<file path="src/rtl/zzzz_zzzx_comparator_if.sv">
// zzzz_zzzx_comparator_if: word/dictionary inputs and registered classification results
interface zzzz_zzzx_comparator_if #(
    parameter int WIDTH = 32,
    parameter int WORDS = 16,
    parameter int BYTE  = 8
);
    localparam int NB = WORDS * WIDTH / BYTE;
    localparam int IW = $clog2(NB);
    logic [WIDTH-1:0]       in_word;
    logic [WORDS*WIDTH-1:0] dictionary_i;
    logic [IW-1:0]          dictionary_index;
    logic [BYTE-1:0]        matched_byte;
    logic [BYTE+3:0]        out_code;
    logic                   zzzz_hit;
    logic                   zzzx_hit;
    logic                   dict_hit;
    modport master (
        output in_word, dictionary_i,
        input  dictionary_index, matched_byte, out_code, zzzz_hit, zzzx_hit, dict_hit
    );
    modport slave (
        input  in_word, dictionary_i,
        output dictionary_index, matched_byte, out_code, zzzz_hit, zzzx_hit, dict_hit
    );
endinterface

</file>
<file path="src/rtl/zzzz_zzzx_comparator.sv">
// zzzz_zzzx_comparator: classifies words as zzzz/zzzx/neither and looks up zzzx low bytes in the dictionary
module zzzz_zzzx_comparator #(
    parameter int WIDTH = 32,
    parameter int WORDS = 16,
    parameter int BYTE  = 8
) (
    input logic clk,
    input logic reset,
    zzzz_zzzx_comparator_if.slave bus
);
    localparam int NB = WORDS * WIDTH / BYTE;
    localparam int IW = $clog2(NB);
    logic [BYTE-1:0] low;
    logic            is_zzzz;
    logic            is_zzzx;
    logic            found;
    logic [IW-1:0]   idx;
    assign low     = bus.in_word[BYTE-1:0];
    assign is_zzzz = bus.in_word == '0;
    assign is_zzzx = bus.in_word[WIDTH-1:BYTE] == '0 && low != '0;
    // scan from the top so the lowest matching index is the last one written
    always_comb begin
        found = 1'b0;
        idx   = '0;
        for (int k = NB - 1; k >= 0; k--)
            if (bus.dictionary_i[k*BYTE +: BYTE] == low) begin
                found = 1'b1;
                idx   = IW'(k);
            end
    end
    always_ff @(posedge clk) begin
        if (reset) begin
            bus.zzzz_hit         <= 1'b0;
            bus.zzzx_hit         <= 1'b0;
            bus.dict_hit         <= 1'b0;
            bus.dictionary_index <= '0;
            bus.matched_byte     <= '0;
            bus.out_code         <= '0;
        end else begin
            bus.zzzz_hit         <= is_zzzz;
            bus.zzzx_hit         <= is_zzzx;
            bus.dict_hit         <= is_zzzx && found;
            bus.dictionary_index <= (is_zzzx && found) ? idx : '0;
            bus.matched_byte     <= (is_zzzx && found) ? low : '0;
            bus.out_code         <= is_zzzx ? {4'b1101, low} : '0;
        end
    end
endmodule

</file>
<file path="src/flat_wrapper.sv">
// flat-port wrapper written by rule: the top's interface ports become plain ports
module zzzz_zzzx_comparator_flat 
#(
    parameter int WIDTH = 32,
    parameter int WORDS = 16,
    parameter int BYTE  = 8
)
  (clk, reset, bus_in_word, bus_dictionary_i, bus_dictionary_index, bus_matched_byte, bus_out_code, bus_zzzz_hit, bus_zzzx_hit, bus_dict_hit);
  zzzz_zzzx_comparator_if #(.WIDTH(WIDTH), .WORDS(WORDS), .BYTE(BYTE)) bus_i ();
  input logic clk;
  input logic reset;
  input wire logic [$bits(bus_i.in_word)-1:0] bus_in_word;
  input wire logic [$bits(bus_i.dictionary_i)-1:0] bus_dictionary_i;
  output wire logic [$bits(bus_i.dictionary_index)-1:0] bus_dictionary_index;
  output wire logic [$bits(bus_i.matched_byte)-1:0] bus_matched_byte;
  output wire logic [$bits(bus_i.out_code)-1:0] bus_out_code;
  output wire logic [$bits(bus_i.zzzz_hit)-1:0] bus_zzzz_hit;
  output wire logic [$bits(bus_i.zzzx_hit)-1:0] bus_zzzx_hit;
  output wire logic [$bits(bus_i.dict_hit)-1:0] bus_dict_hit;
  assign bus_i.in_word = bus_in_word;
  assign bus_i.dictionary_i = bus_dictionary_i;
  assign bus_dictionary_index = bus_i.dictionary_index;
  assign bus_matched_byte = bus_i.matched_byte;
  assign bus_out_code = bus_i.out_code;
  assign bus_zzzz_hit = bus_i.zzzz_hit;
  assign bus_zzzx_hit = bus_i.zzzx_hit;
  assign bus_dict_hit = bus_i.dict_hit;
  zzzz_zzzx_comparator #(.WIDTH(WIDTH), .WORDS(WORDS), .BYTE(BYTE)) u_core (.clk(clk), .reset(reset), .bus(bus_i));
endmodule
</file>
<file path="config.mk">
export PLATFORM = sky130hd
export DESIGN_NAME = zzzz_zzzx_comparator_flat
export DESIGN_NICKNAME = d
export VERILOG_FILES = /design/src/rtl/zzzz_zzzx_comparator_if.sv /design/src/rtl/zzzz_zzzx_comparator.sv /design/src/flat_wrapper.sv
export SDC_FILE = /design/constraint.sdc
export NUM_CORES = 1
export LEC_CHECK = 0
export ABC_AREA = 1
export CAP_MARGIN = 20
export CORE_AREA = 2 2 225 227
export CTS_BUF_LIST = sky130_fd_sc_hd__clkbuf_16
export CTS_CLUSTER_DIAMETER = 80
export CTS_CLUSTER_SIZE = 24
export DETAILED_ROUTE_END_ITERATION = 7
export DIE_AREA = 0 0 227 229
export HOLD_SLACK_MARGIN = 0.15
export SETUP_SLACK_MARGIN = 0.5
export SYNTH_ARGS = -nofsm -noshare
export SYNTH_HDL_FRONTEND = slang
export SYNTH_SLANG_ARGS = --single-unit
</file>
<file path="constraint.sdc">
create_clock -name clk -period 4.2 [get_ports clk]
set_input_delay 0.84 -clock clk [delete_from_list [all_inputs] [get_ports clk]]
set_output_delay 0.84 -clock clk [all_outputs]
set_load 0.01 [all_outputs]
</file>
# Word level (Yosys, flattened, before mapping)
# Index checks and enable logic that the tools add are counted.
# op_classes
bitwise_logic	2
mux	128
eq_ne	64
reduce_logical	13
# op_table
cell	n
equality test 8 bit	64
two-way mux 6 bit	32
two-way mux 5 bit	16
two-way mux 1 bit	65
OR reduction 34 bit	1
logical NOT 32 bit	1
two-way mux 4 bit	8
logical NOT 24 bit	1
OR reduction 18 bit	1
two-way mux 12 bit	1
two-way mux 3 bit	4
OR reduction 10 bit	1
nonzero test 8 bit	1
OR reduction 6 bit	1
two-way mux 2 bit	2
OR reduction 2 bit	2
OR reduction 4 bit	1
OR reduction 3 bit	1
logical AND 1 bit	2
NOT 1 bit	2
# word_totals
out_inout_bits	29
input_bits	546
ff_bits	29
wordCells	219

# Longest topological paths before layout
# Gate-level depths: netlist (run 1).
# depth
word_depth	68
mapped_depth	69
depth_no_buf	68

# Least setup slack after synthesis (run 1)
# No wires, ideal clock.
# synth_path
path_type	in2reg
startpoint	in bus_in_word[2]
endpoint	reg u_core.bus.dictionary_index[0]
arrival_ps	4089
path_stages	61
setup_time_ps	117
t_required_ps	4083
path_slack_ps	-7
path_cell_list	buf_4 buf_2 xor2_1 nor4_1 nand4_2 nand2_1 nand2_1 nand2_1 nand2_1 nand2_1 nand2_1 nand2_1 nand2_1 nand2_1 nand2_1 nand2_1 nand2_1 nand2_1 (+25 left out) nand2_1 nand2_1 nand2_1 nand2_1 nand2_1 nand2_1 nand2_1 nand2_1 nand2_1 nand2_1 nand2_1 nand2_1 nand2_1 nand2_1 nand2_1 nand2_1 nand2_1 a21oi_2
# synth_between
elab_chain_cells	68
word_cells_on_any_way	196
classes_between	64 x eq/ne; 127 x mux; 1 x bitwise; 4 x reduce/logical
# synth_rtl
item	line_no	text
start, declared	flat_wrapper.sv:12	input wire logic [$bits(bus_i.in_word)-1:0] bus_in_word;
equality test 8 bit	zzzz_zzzx_comparator.sv:26	if (bus.dictionary_i[k*BYTE +: BYTE] == low) begin
two-way mux 1 bit (64 in series)	zzzz_zzzx_comparator.sv:26	
logical AND 1 bit	zzzz_zzzx_comparator.sv:43	bus.dictionary_index <= (is_zzzx && found) ? idx : '0;
NOT 1 bit (no line)	-	
OR reduction 3 bit (no line)	-	
end signal, assigned	zzzz_zzzx_comparator.sv:43	
end, declared	zzzz_zzzx_comparator_if.sv:23	output dictionary_index, matched_byte, out_code, zzzz_hit, zzzx_hit, dict_hit
# Several ways; a longest one is shown, not always the timed one.
# A chain may end at the register's enable or synchronous reset.

# Final worst setup path (run 1)
# layout_path
startpoint	in bus_dictionary_i[465]
endpoint	reg u_core.bus.dictionary_index[0]
# layout_between
elab_chain_cells	63
word_cells_on_any_way	121
classes_between	1 x eq/ne; 117 x mux; 1 x bitwise; 2 x reduce/logical
# layout_rtl
item	line_no	text
start, declared	flat_wrapper.sv:13	input wire logic [$bits(bus_i.dictionary_i)-1:0] bus_dictionary_i;
equality test 8 bit *	zzzz_zzzx_comparator.sv:26	
two-way mux 1 bit (59 in series)	zzzz_zzzx_comparator.sv:26	
logical AND 1 bit	zzzz_zzzx_comparator.sv:43	
NOT 1 bit (no line)	-	
OR reduction 3 bit (no line)	-	
# Every way passes the cells marked *; elsewhere a longest branch is shown, timed or not.

==> out/metrics.yaml, run 1 <==
post-route-period-util: 1.12
fin_tns_setup_ns: -0.728
synth_compound_area_frac: 0.0505
grt_busiest_layer: "met2"
via_count: 12100
startpoint: "bus_dictionary_i[465]"
rows: 82
gp_congestion: 0.898
synthAdderAreaFrac: 0
violations: "setup timing"
place_area_um2: 16000
syn_inst: 1519
cp-end-kind: "flop"
worstSetupPathType: "primary input to flop"
ff_latch_area_um2: 500
core_area_um2: 49700
die_w_um: 227
viasPerCell: 4.27
slew_headroom: 0.596
die_area_um2: 52000
yosys.area_share.simple: 0.563
fin_nets: 2693
wl_per_cell_um: 17.2
detail-route-antenna-nets: 0
leakage_nw: 7.18
drc: 0
drtIter0Drc: 421
cts_hold_buf: 0
cpPeakStageDelay_ns: 0.49
grt_pass1_vias: 12200
htreeDepth: 1
synth_top_family_by_area: "simple AND/OR/NAND/NOR gates"
pin_count: 575
cts_tree: "yes"
multi_input_area_um2: 7870
hpwlAfterDp_um: 41200
synthesis.nets: 2065
critPathMaxFanout: 2
crit_slowest_cell: "clkdlybuf4s50_1"
first_pass_iters: 4
ctsLongestPathBuffers: 2
final_max_slew_viol_count: 0
stdcell_count: 2820
finalHoldViolations: 0
timing.max_cap.violations: 0
fin_area_um2: 16600
numCtsBuffers: 3
hold_path_class: "primary input to flop"
die_height_um: 229
hold_start: "bus_in_word[6]"
start_kind: "primary input"
numPortBuffers: 573
overflow: 0
grt_usage: 0.177
synthMuxAreaShare: 0
status: "finished with violations"
min_to: "u_core.bus.out_code[6]"
tightestPinTransition_ns: 0.606
period_minus_slack_ns: 4.71
crit_top_cell: "nand2_1"
maxClockFrequency_mhz: 212
start_util: 0.180
peakVddDrop_mv: 0.135
hold_depth: 4
yosysSeqAreaShare: 0.0559
met1_usage: 0.203
yosysUniqueCellTypes: 39
postSynthAreaPerCell_um2: 5.89
yosysWarnings: 0
drive_gt1_frac: 0.163
rsz0062_at_grt: "true"
cts_sinks: 25
worstPathRequired_ns: 4.35
cts.clk_slew.worst_paths_ns: 0.06
p_total_mw: 1.92
fin_ws_ns: -0.508
synth-seq-cells: 25
wirelength_um: 48400
grt_use_met2: 0.330
antenna_found_initial: 3
met3_usage: 0.0276
p_per_area_nw_per_um2: 115
syn_to_final_growth_pct: 85.6
grt_pass1_wl_um: 70400
dp.cells: 2790
synth_area_um2: 8950
grt_max_degree: 50
arrival_ns: 4.85
fillCellCount: 5396
synthXorXnorAreaFrac: 0.233
cts-root-buf: "clkbuf_16"
setup_viol: 2
==> timing repair <==
| action | in CTS | in global routing |
|---|---|---|
| endpoints found under the hold margin | 0 | 0 |
| setup buffers | 20 | 4 |
| resized for setup | 109 | 52 |
| pin swaps | 72 | 37 |
| endpoints found under the setup margin | 15 | 13 |
==> worst max path at each step <==
stage	end
floorplan	u_core.bus.dictionary_index[0]
global placement	u_core.bus.dictionary_index[0]
detailed placement	u_core.bus.dictionary_index[0]
CTS	u_core.bus.dictionary_index[0]
global route	u_core.bus.dictionary_index[0]
finish	u_core.bus.dictionary_index[0]
==> per-layer routing <==
| layer | vias to the layer above | part of all wire |
|---|---|---|
| met2 | 416 | 0.50 |
| met4 | 2 | 0.034 |
| met3 | 74 | 0.063 |
| li1 | 6115 | - |
| met1 | 5447 | 0.41 |
| met5 | - | 0.00027 |
==> cell type report <==
type,instances,share of cell area
multi-input combinational,1319,0.474
timing repair buffer,712,0.419
tap,672,0.0506
sequential,25,0.0301
inverter,86,0.0209
clock buffer,3,0.00452
clock inverter,1,0.000301
antenna,2,0.000301
==> layout by cell type, fill, tap and decap left out, drive strengths merged, types with 4 or more instances in the layout <==
cell type,count
nor4,18
dfxtp,25
or2,149
a2111oi,5
nor3b,52
nand4,45
o21ai,4
clkdlybuf4s50,521
xnor2,106
and3b,60
nor3,25
nand2,439
dlygate4sd2,41
nor2,178
buf,147
and3,44
nand3,11
a221oi,30
inv,84
a21oi,13
xor2,132
==> registers in the layout (all words and copies together) (netlist names) <==
name                         flops
u_core.bus.out_code              9
u_core.bus.matched_byte          8
u_core.bus.dict_hit              1
u_core.bus.dictionary_index      6
u_core.bus.zzzz_hit              1
==> per-stage QoR <==
step	setup slack [ns]	hold WS [ns]	utilization
6_report	-0.508	0.986	0.334
2_1_floorplan	0.0565	0.918	-
3_3_place_gp	-1.10	1.31	0.321
4_1_cts	-0.601	0.981	0.330
5_1_grt	-1.28	0.996	0.334
3_5_place_dp	-1.04	1.30	0.321
==> Yosys cell counts, drive strengths merged <==
cell type / n / area (um2)
nor3b: 52 / 390
a21oi: 13 / 72.6
nor3: 25 / 125
a2111oi: 5 / 45.0
o21ai: 4 / 20.0
a211oi: 1 / 7.51
o21bai: 1 / 7.51
conb: 1 / 3.75
and3b: 60 / 526
or2: 149 / 932
xnor2: 106 / 928
nand2: 439 / 1650
inv: 85 / 324
xor2: 132 / 1160
nor4: 18 / 113
o31ai: 2 / 15.0
nand4: 45 / 294
dfxtp: 25 / 500
bufinv: 1 / 17.5
buf: 70 / 454
nand3: 11 / 65.1
nor2: 178 / 671
clkbuf: 19 / 71.3
a311oi: 1 / 8.76
a221oi: 30 / 263
and3: 44 / 275
a31oi: 2 / 12.5
==> logic make-up after synthesis <==
group | Yosys count
AOI/OAI and AO/OA | 59
other | 1
and+or+nand+nor | 1021
buffers and inverters | 175
xor gates and xnor gates | 238
DFF | 25
==> where the power goes <==
part	internal [mW]	total [mW]	switching [mW]
Sequential	0.237	0.237	0.00000000244
Combinational	0.845	1.47	0.622
Clock	0.128	0.212	0.0838
==> critical path, delay by kind of cell <==
kind                   cells  cell delay (ns)
XOR/XNOR                   1             0.13
AND/OR/NAND/NOR           59             3.34
AO/OA/AOI/OAI              1             0.05
buffers and inverters      1             0.49
Note: power is estimated with default switching activity, not from simulation.
==> inputs of run 2 (changes only) <==
--- a/config.mk
+++ b/config.mk
@@ -15,6 +15,7 @@
 export DIE_AREA = 0 0 227 229
 export HOLD_SLACK_MARGIN = 0.15
 export SETUP_SLACK_MARGIN = 0.5
+export SLEW_MARGIN = 15
 export SYNTH_ARGS = -nofsm -noshare
 export SYNTH_HDL_FRONTEND = slang
 export SYNTH_SLANG_ARGS = --single-unit
==> results of run 2 <==
No change in the layout: final DEF, timing and power equal those of run 1.
==> edit 1: new RTL, flow settings as in run 1 <==
`WIDTH` is set to 32 in 3 places; all go to 16.
--- a/src/rtl/zzzz_zzzx_comparator_if.sv
+++ b/src/rtl/zzzz_zzzx_comparator_if.sv
@@ -1,5 +1,5 @@
 // zzzz_zzzx_comparator_if: word/dictionary inputs and registered classification results
 interface zzzz_zzzx_comparator_if #(
-    parameter int WIDTH = 32,
+    parameter int WIDTH = 16,
     parameter int WORDS = 16,
     parameter int BYTE  = 8
--- a/src/rtl/zzzz_zzzx_comparator.sv
+++ b/src/rtl/zzzz_zzzx_comparator.sv
@@ -1,5 +1,5 @@
 // zzzz_zzzx_comparator: classifies words as zzzz/zzzx/neither and looks up zzzx low bytes in the dictionary
 module zzzz_zzzx_comparator #(
-    parameter int WIDTH = 32,
+    parameter int WIDTH = 16,
     parameter int WORDS = 16,
     parameter int BYTE  = 8
--- a/src/flat_wrapper.sv
+++ b/src/flat_wrapper.sv
@@ -2,5 +2,5 @@
 module zzzz_zzzx_comparator_flat 
 #(
-    parameter int WIDTH = 32,
+    parameter int WIDTH = 16,
     parameter int WORDS = 16,
     parameter int BYTE  = 8
Ports: changed (resized bus_dictionary_i, bus_dictionary_index and bus_in_word); port bits go from 575 to 302. The function was not compared with the original's and may differ.
==> edit 1 against run 1 <==
Combinational power shrank 52%; critical path depth shrank 34; wire length shrank 41%; area after synthesis shrank 45%; core utilization shrank 16 points; non-clock buffer count shrank 383; via count shrank 49%; setup slack gained 1.4 ns; sequential power shrank 4%; total power shrank 36%; sequential cell count shrank 1; design area shrank 47%; critical path type unchanged; largest cell class unchanged.
==> edit 1: results (changes against run 1) <==
stage,metric,value,unit,change
worst_setup_path,arrival time at the worst endpoint,3.48,ns,-1.37 ns
pwr,Comb group,0.709,mW,-52%
global_routing,global-route wire length before repair,38670,um,-45%
pwr,Clk pwr share,23.1,%,+12 points
global_routing,pin count of the biggest net entering global routing,37,,-26%
global_routing,gr usage total,10.42,%,-7.2 points
synth,Compound-Gate Fraction of Synth Area,4.314,%,-0.74 points
min_path,Min-Delay Path Depth,3,,-1
min_path,Min-Delay Endpoint,u_core.bus.out_code[1]$_SDFF_PP0_,,
pwr,Pleak,3.540,nW,-51%
synth,xor/xnor share of the synthesized area,20.60,%,-2.7 points
detailed_routing,1st-iter DRT viols,184,,-56%
detailed_routing,M1 WL,12180,um,-38%
global_routing,M1 GR Usage,12.69,%,-7.6 points
global_routing,met3 Usage GRT,1.873,%,-0.89 points
pwr,Comb power frac,58.2,%,-18 points
run_status,outcome,"complete, no violations",,
pwr,Top power group,combinational logic,,
pwr,Max VDD drop,117.4,uV,-13%
detailed_routing,Avg Vias per Cell,3.489,,-18%
sta,Slew HR,41.18,%,-18 points
synth,mux cell area share after synthesis,0,%,unchanged
placed_design,GPL Wtd Cong,0.8152,,-9.2%
global_routing,global routing usage on met2,18.88,%,-14 points
detailed_routing,met2 WL post-DR,13650,um,-43%
worst_setup_path,slowest CP cell,nor4_1,,
min_path,hold_sp,bus_in_word[1],,
worst_setup_path,Setup crit start,bus_dictionary_i[197],,
global_routing,initial antenna violation count,5,,+2
clock_network,Max Root-Sink Buffers,2,,unchanged
synth,largest cells by area after synthesis,"nand2_1, xor2_1, dfxtp_1, xnor2_1, nor2_1",,
pwr,Int Power,0.8173,mW,-32%
placed_design,# port buffers,300,,-48%
cells_and_area,layout cells sized above 1,9.725,%,-6.6 points
synth,top post-synthesis cells by count,"nand2_1, nor2_1, xor2_1",,
detailed_routing,final wirelength,28520,um,-41%
detailed_routing,Met3 Wirelength,2169,um,-29%
synth,sequential area share after synthesis,9.744,%,+4.1 points
cells_and_area,Final nets,1365,,-49%
cells_and_area,largest registers,"u_core.bus.out_code: 9 flops, u_core.bus.matched_byte: 8 flops, u_core.bus.dictionary_index: 5 flops",,
sta,hold slack,0.9507,ns,-0.03548 ns
synth,Yosys cell types,36,,-7.7%
global_routing,vias in the first global route,5975,,-51%
cells_and_area,Filler cells,5678,,+5.2%
synth,Mapped Nets,1078,,-48%
edit 1: changes by cell type in the layout (fill, tap and decap cells not counted), moves of 53 or more:
cell	change
nand2_1	-188
xnor2_1	-53
clkdlybuf4s50_1	-229
nor2_1	-76
buf_4	-85
xor2_1	-69
or2_2	-77
edit 1: how the worst max path moves through the flow:
stage                                                endpoint  slack [ns]  cells after the start
finish              u_core.bus.dictionary_index[0]$_SDFF_PP0_        0.88                     28
global route        u_core.bus.dictionary_index[0]$_SDFF_PP0_        0.50                     35
CTS                 u_core.bus.dictionary_index[0]$_SDFF_PP0_        0.51                     30
detailed placement  u_core.bus.dictionary_index[0]$_SDFF_PP0_        0.08                     30
global placement    u_core.bus.dictionary_index[0]$_SDFF_PP0_        0.07                     30
floorplan           u_core.bus.dictionary_index[1]$_SDFF_PP0_        1.36                     16
edit 1: what timing repair did:
| action | 4_1_cts | 5_1_grt |
|---|---|---|
| pin swaps | 0 | 6 |
| hold buffers | 0 | 0 |
| setup buffers | 0 | 2 |
| gates cloned | 0 | 0 |
| resized for setup | 3 | 25 |
| endpoints found under the setup margin | 1 | 9 |
edit 1: layout make-up:
type	instances	area, um^2	area share, %
multi-input cells	676	3844	43.85
repair buffers	329	3248	37.06
diodes	3	7.507	0.08565
well taps	672	840.8	9.593
clock buffers	3	75.07	0.8565
clock inverters	1	30.03	0.3426
flip-flops and latches	24	480.5	5.482
inverters	57	239.0	2.727
edit 1: per-stage QoR:
step | util, % | area, um^2 | setup WS (ns) | std cells
detailed placement | 17.24 | 8561 | 0.07970 | 1756
CTS | 17.47 | 8677 | 0.5098 | 1760
floorplan | - | 4931 | 1.359 | 804
global route | 17.64 | 8760 | 0.5007 | 1763
finish | 17.65 | 8765 | 0.8834 | 1765
global placement | 17.24 | 8561 | 0.07314 | 1756
==> edit 2: new RTL, settings of run 1 <==
Made on the original files. Reset style: asynchronous (`reset`), changed in one clocked block.
--- a/src/rtl/zzzz_zzzx_comparator.sv
+++ b/src/rtl/zzzz_zzzx_comparator.sv
@@ -29,5 +29,5 @@
             end
     end
-    always_ff @(posedge clk) begin
+    always_ff @(posedge clk or posedge reset) begin
         if (reset) begin
             bus.zzzz_hit         <= 1'b0;
Formal check against the unedited RTL: differs if reset is asserted again (counterexample within 4 cycles, from zero or initial values and one cycle with reset high); with reset held inactive, the same outputs for 10 cycles.
==> edit 2 against run 1 <==
The flow still finishes with violations (negative setup slack); highest routed layer unchanged; wire length rose by 3.5%; first-iteration DRC count rose by 11%; synthesized cell count rose by 0.66%; die area did not move; critical path depth fell by 3; setup slack improved by 0.12 ns; design area rose by 3.7%; critical endpoint is now u_core.bus.dictionary_index[0]$_DFF_PP0_; sequential cell count did not move; area after synthesis rose by 1.7%; clock power rose by 12%; total power rose by 3.9%.
==> edit 2: results (changes against run 1) <==
stage,metric,value,unit,change
run_status,outcome,finished with violations,,
run_status,failing checks,negative setup slack,,
synth,Mapped Nets,2075,,+0.48%
pwr,Pleak,7.586,nW,+5.7%
synth,Yosys cell types,40,,+2.6%
cells_and_area,layout cells sized above 1,17.67,%,+1.4 points
placed_design,hpwl dp,42310,um,+2.6%
worst_setup_path,end point of the critical path,u_core.bus.dictionary_index[0]$_DFF_PP0_,,
global_routing,gr usage total,17.96,%,+0.29 points
cells_and_area,#MultiIn Comb,1313,,-0.45%
synth,largest cells by area after synthesis,"nand2_1, xor2_1, xnor2_1, or2_2, nor2_1",,
cells_and_area,Ant. Diodes,1,,-1
min_path,Hold Path Class,primary input to async pin,,
global_routing,pin count of the biggest net entering global routing,35,,-30%
global_routing,global-route wire length before repair,70800,um,+0.62%
synth,syn avg cell area,5.947,um^2,+0.99%
sta,setup TNS,-0.5694,ns,+0.1587 ns
sta,final setup margin,-0.3881,ns,+0.1197 ns
placed_design,GPL Wtd Cong,0.8938,,-0.45%
cells_and_area,"Buffers, non-clock",741,,+4.1%
placed_design,placed instance count,2826,,+1.3%
sta,Final setup viols,2,,unchanged
synth,top post-synthesis cells by count,"nand2_1, nor2_1, xor2_1",,
detailed_routing,Initial DRT Pass Iterations,5,,+1
cells_and_area,Final nets,2732,,+1.4%
synth,sequential area share after synthesis,6.879,%,+1.3 points
cells_and_area,Non-Clock Buffer Area Fraction,42.71,%,+0.80 points
placed_design,pre-CTS WS,-0.9560,ns,+0.08468 ns
clock_network,clock-pin slew on the worst setup and hold paths,0.08,ns,+0.02 ns
cells_and_area,Layout clock area frac,0.4871,%,+0.0048 points
worst_setup_path,"slowest stage delay, CP",0.43,ns,-0.06 ns
detailed_routing,Avg WL per Cell,17.54,um,+2.1%
detailed_routing,1st-iter DRT viols,467,,+11%
detailed_routing,Avg Vias per Cell,4.294,,+0.45%
detailed_routing,routed vias,12270,,+1.8%
cells_and_area,area occupied by multi-input gates,7895,um^2,+0.30%
synth,Main synth FF type,dfrtp_1,,
cells_and_area,Filler cells,5347,,-0.91%
cells_and_area,Reg area,625.6,um^2,+25%
==> edit 2: cell count changes in the layout (fill, tap and decap cells not counted), moves of 7 or more <==
| cell | change |
|---|---|
| dfxtp_1 | -25 |
| inv_2 | -7 |
| nand2_1 | -17 |
| dfrtp_1 | +25 |
| buf_4 | +18 |
| or2_1 | -13 |
| inv_1 | +21 |
==> edit 2: stage by stage <==
step | util [%] | total power, mW | hold slack [ns] | area [um^2]
floorplan | - | 0.8896 | 0.8673 | 9266
global placement | 32.89 | 1.673 | 1.310 | 16330
detailed placement | 32.89 | 1.692 | 1.315 | 16330
CTS | 33.73 | 1.971 | 0.9603 | 16750
global route | 34.66 | 2.148 | 0.8092 | 17210
finish | 34.66 | 1.991 | 0.8047 | 17210
==> edit 2: cells by family after synthesis <==
group,share of synthesized area [%]
simple gates,55.05
other cells,0.04124
compound gates,4.981
xor+xnor,23.21
buf+inv,9.838
flops,6.879
==> edit 2: per-layer routing <==
metal / GRT usage (%) / part of all wire, % / up-vias / routed length (um)
met5: 0 / 0.054 / - / 27
met4: 4.596 / 2.4 / 4 / 1180
met3: 2.656 / 7.0 / 54 / 3511
met2: 34.67 / 50 / 477 / 25180
met1: 20.22 / 40 / 5527 / 20240
li1: - / - / 6209 / -
==> edit 2: what timing repair did <==
action	CTS	global route
pin swaps	64	62
gates resized for setup	115	91
setup buffers	12	10
cloned	1	3
hold buffers	0	0
endpoints found under the hold margin	0	0
endpoints found under the setup margin	14	5
==> edit 2: power groups by stage <==
stage               clock [mW]  combinational, mW  sequential (mW)
floorplan                    0              0.644            0.245
global placement             0               1.43            0.245
detailed placement           0               1.45            0.245
CTS                      0.250               1.48            0.240
global route             0.262               1.65            0.240
finish                   0.238               1.51            0.240
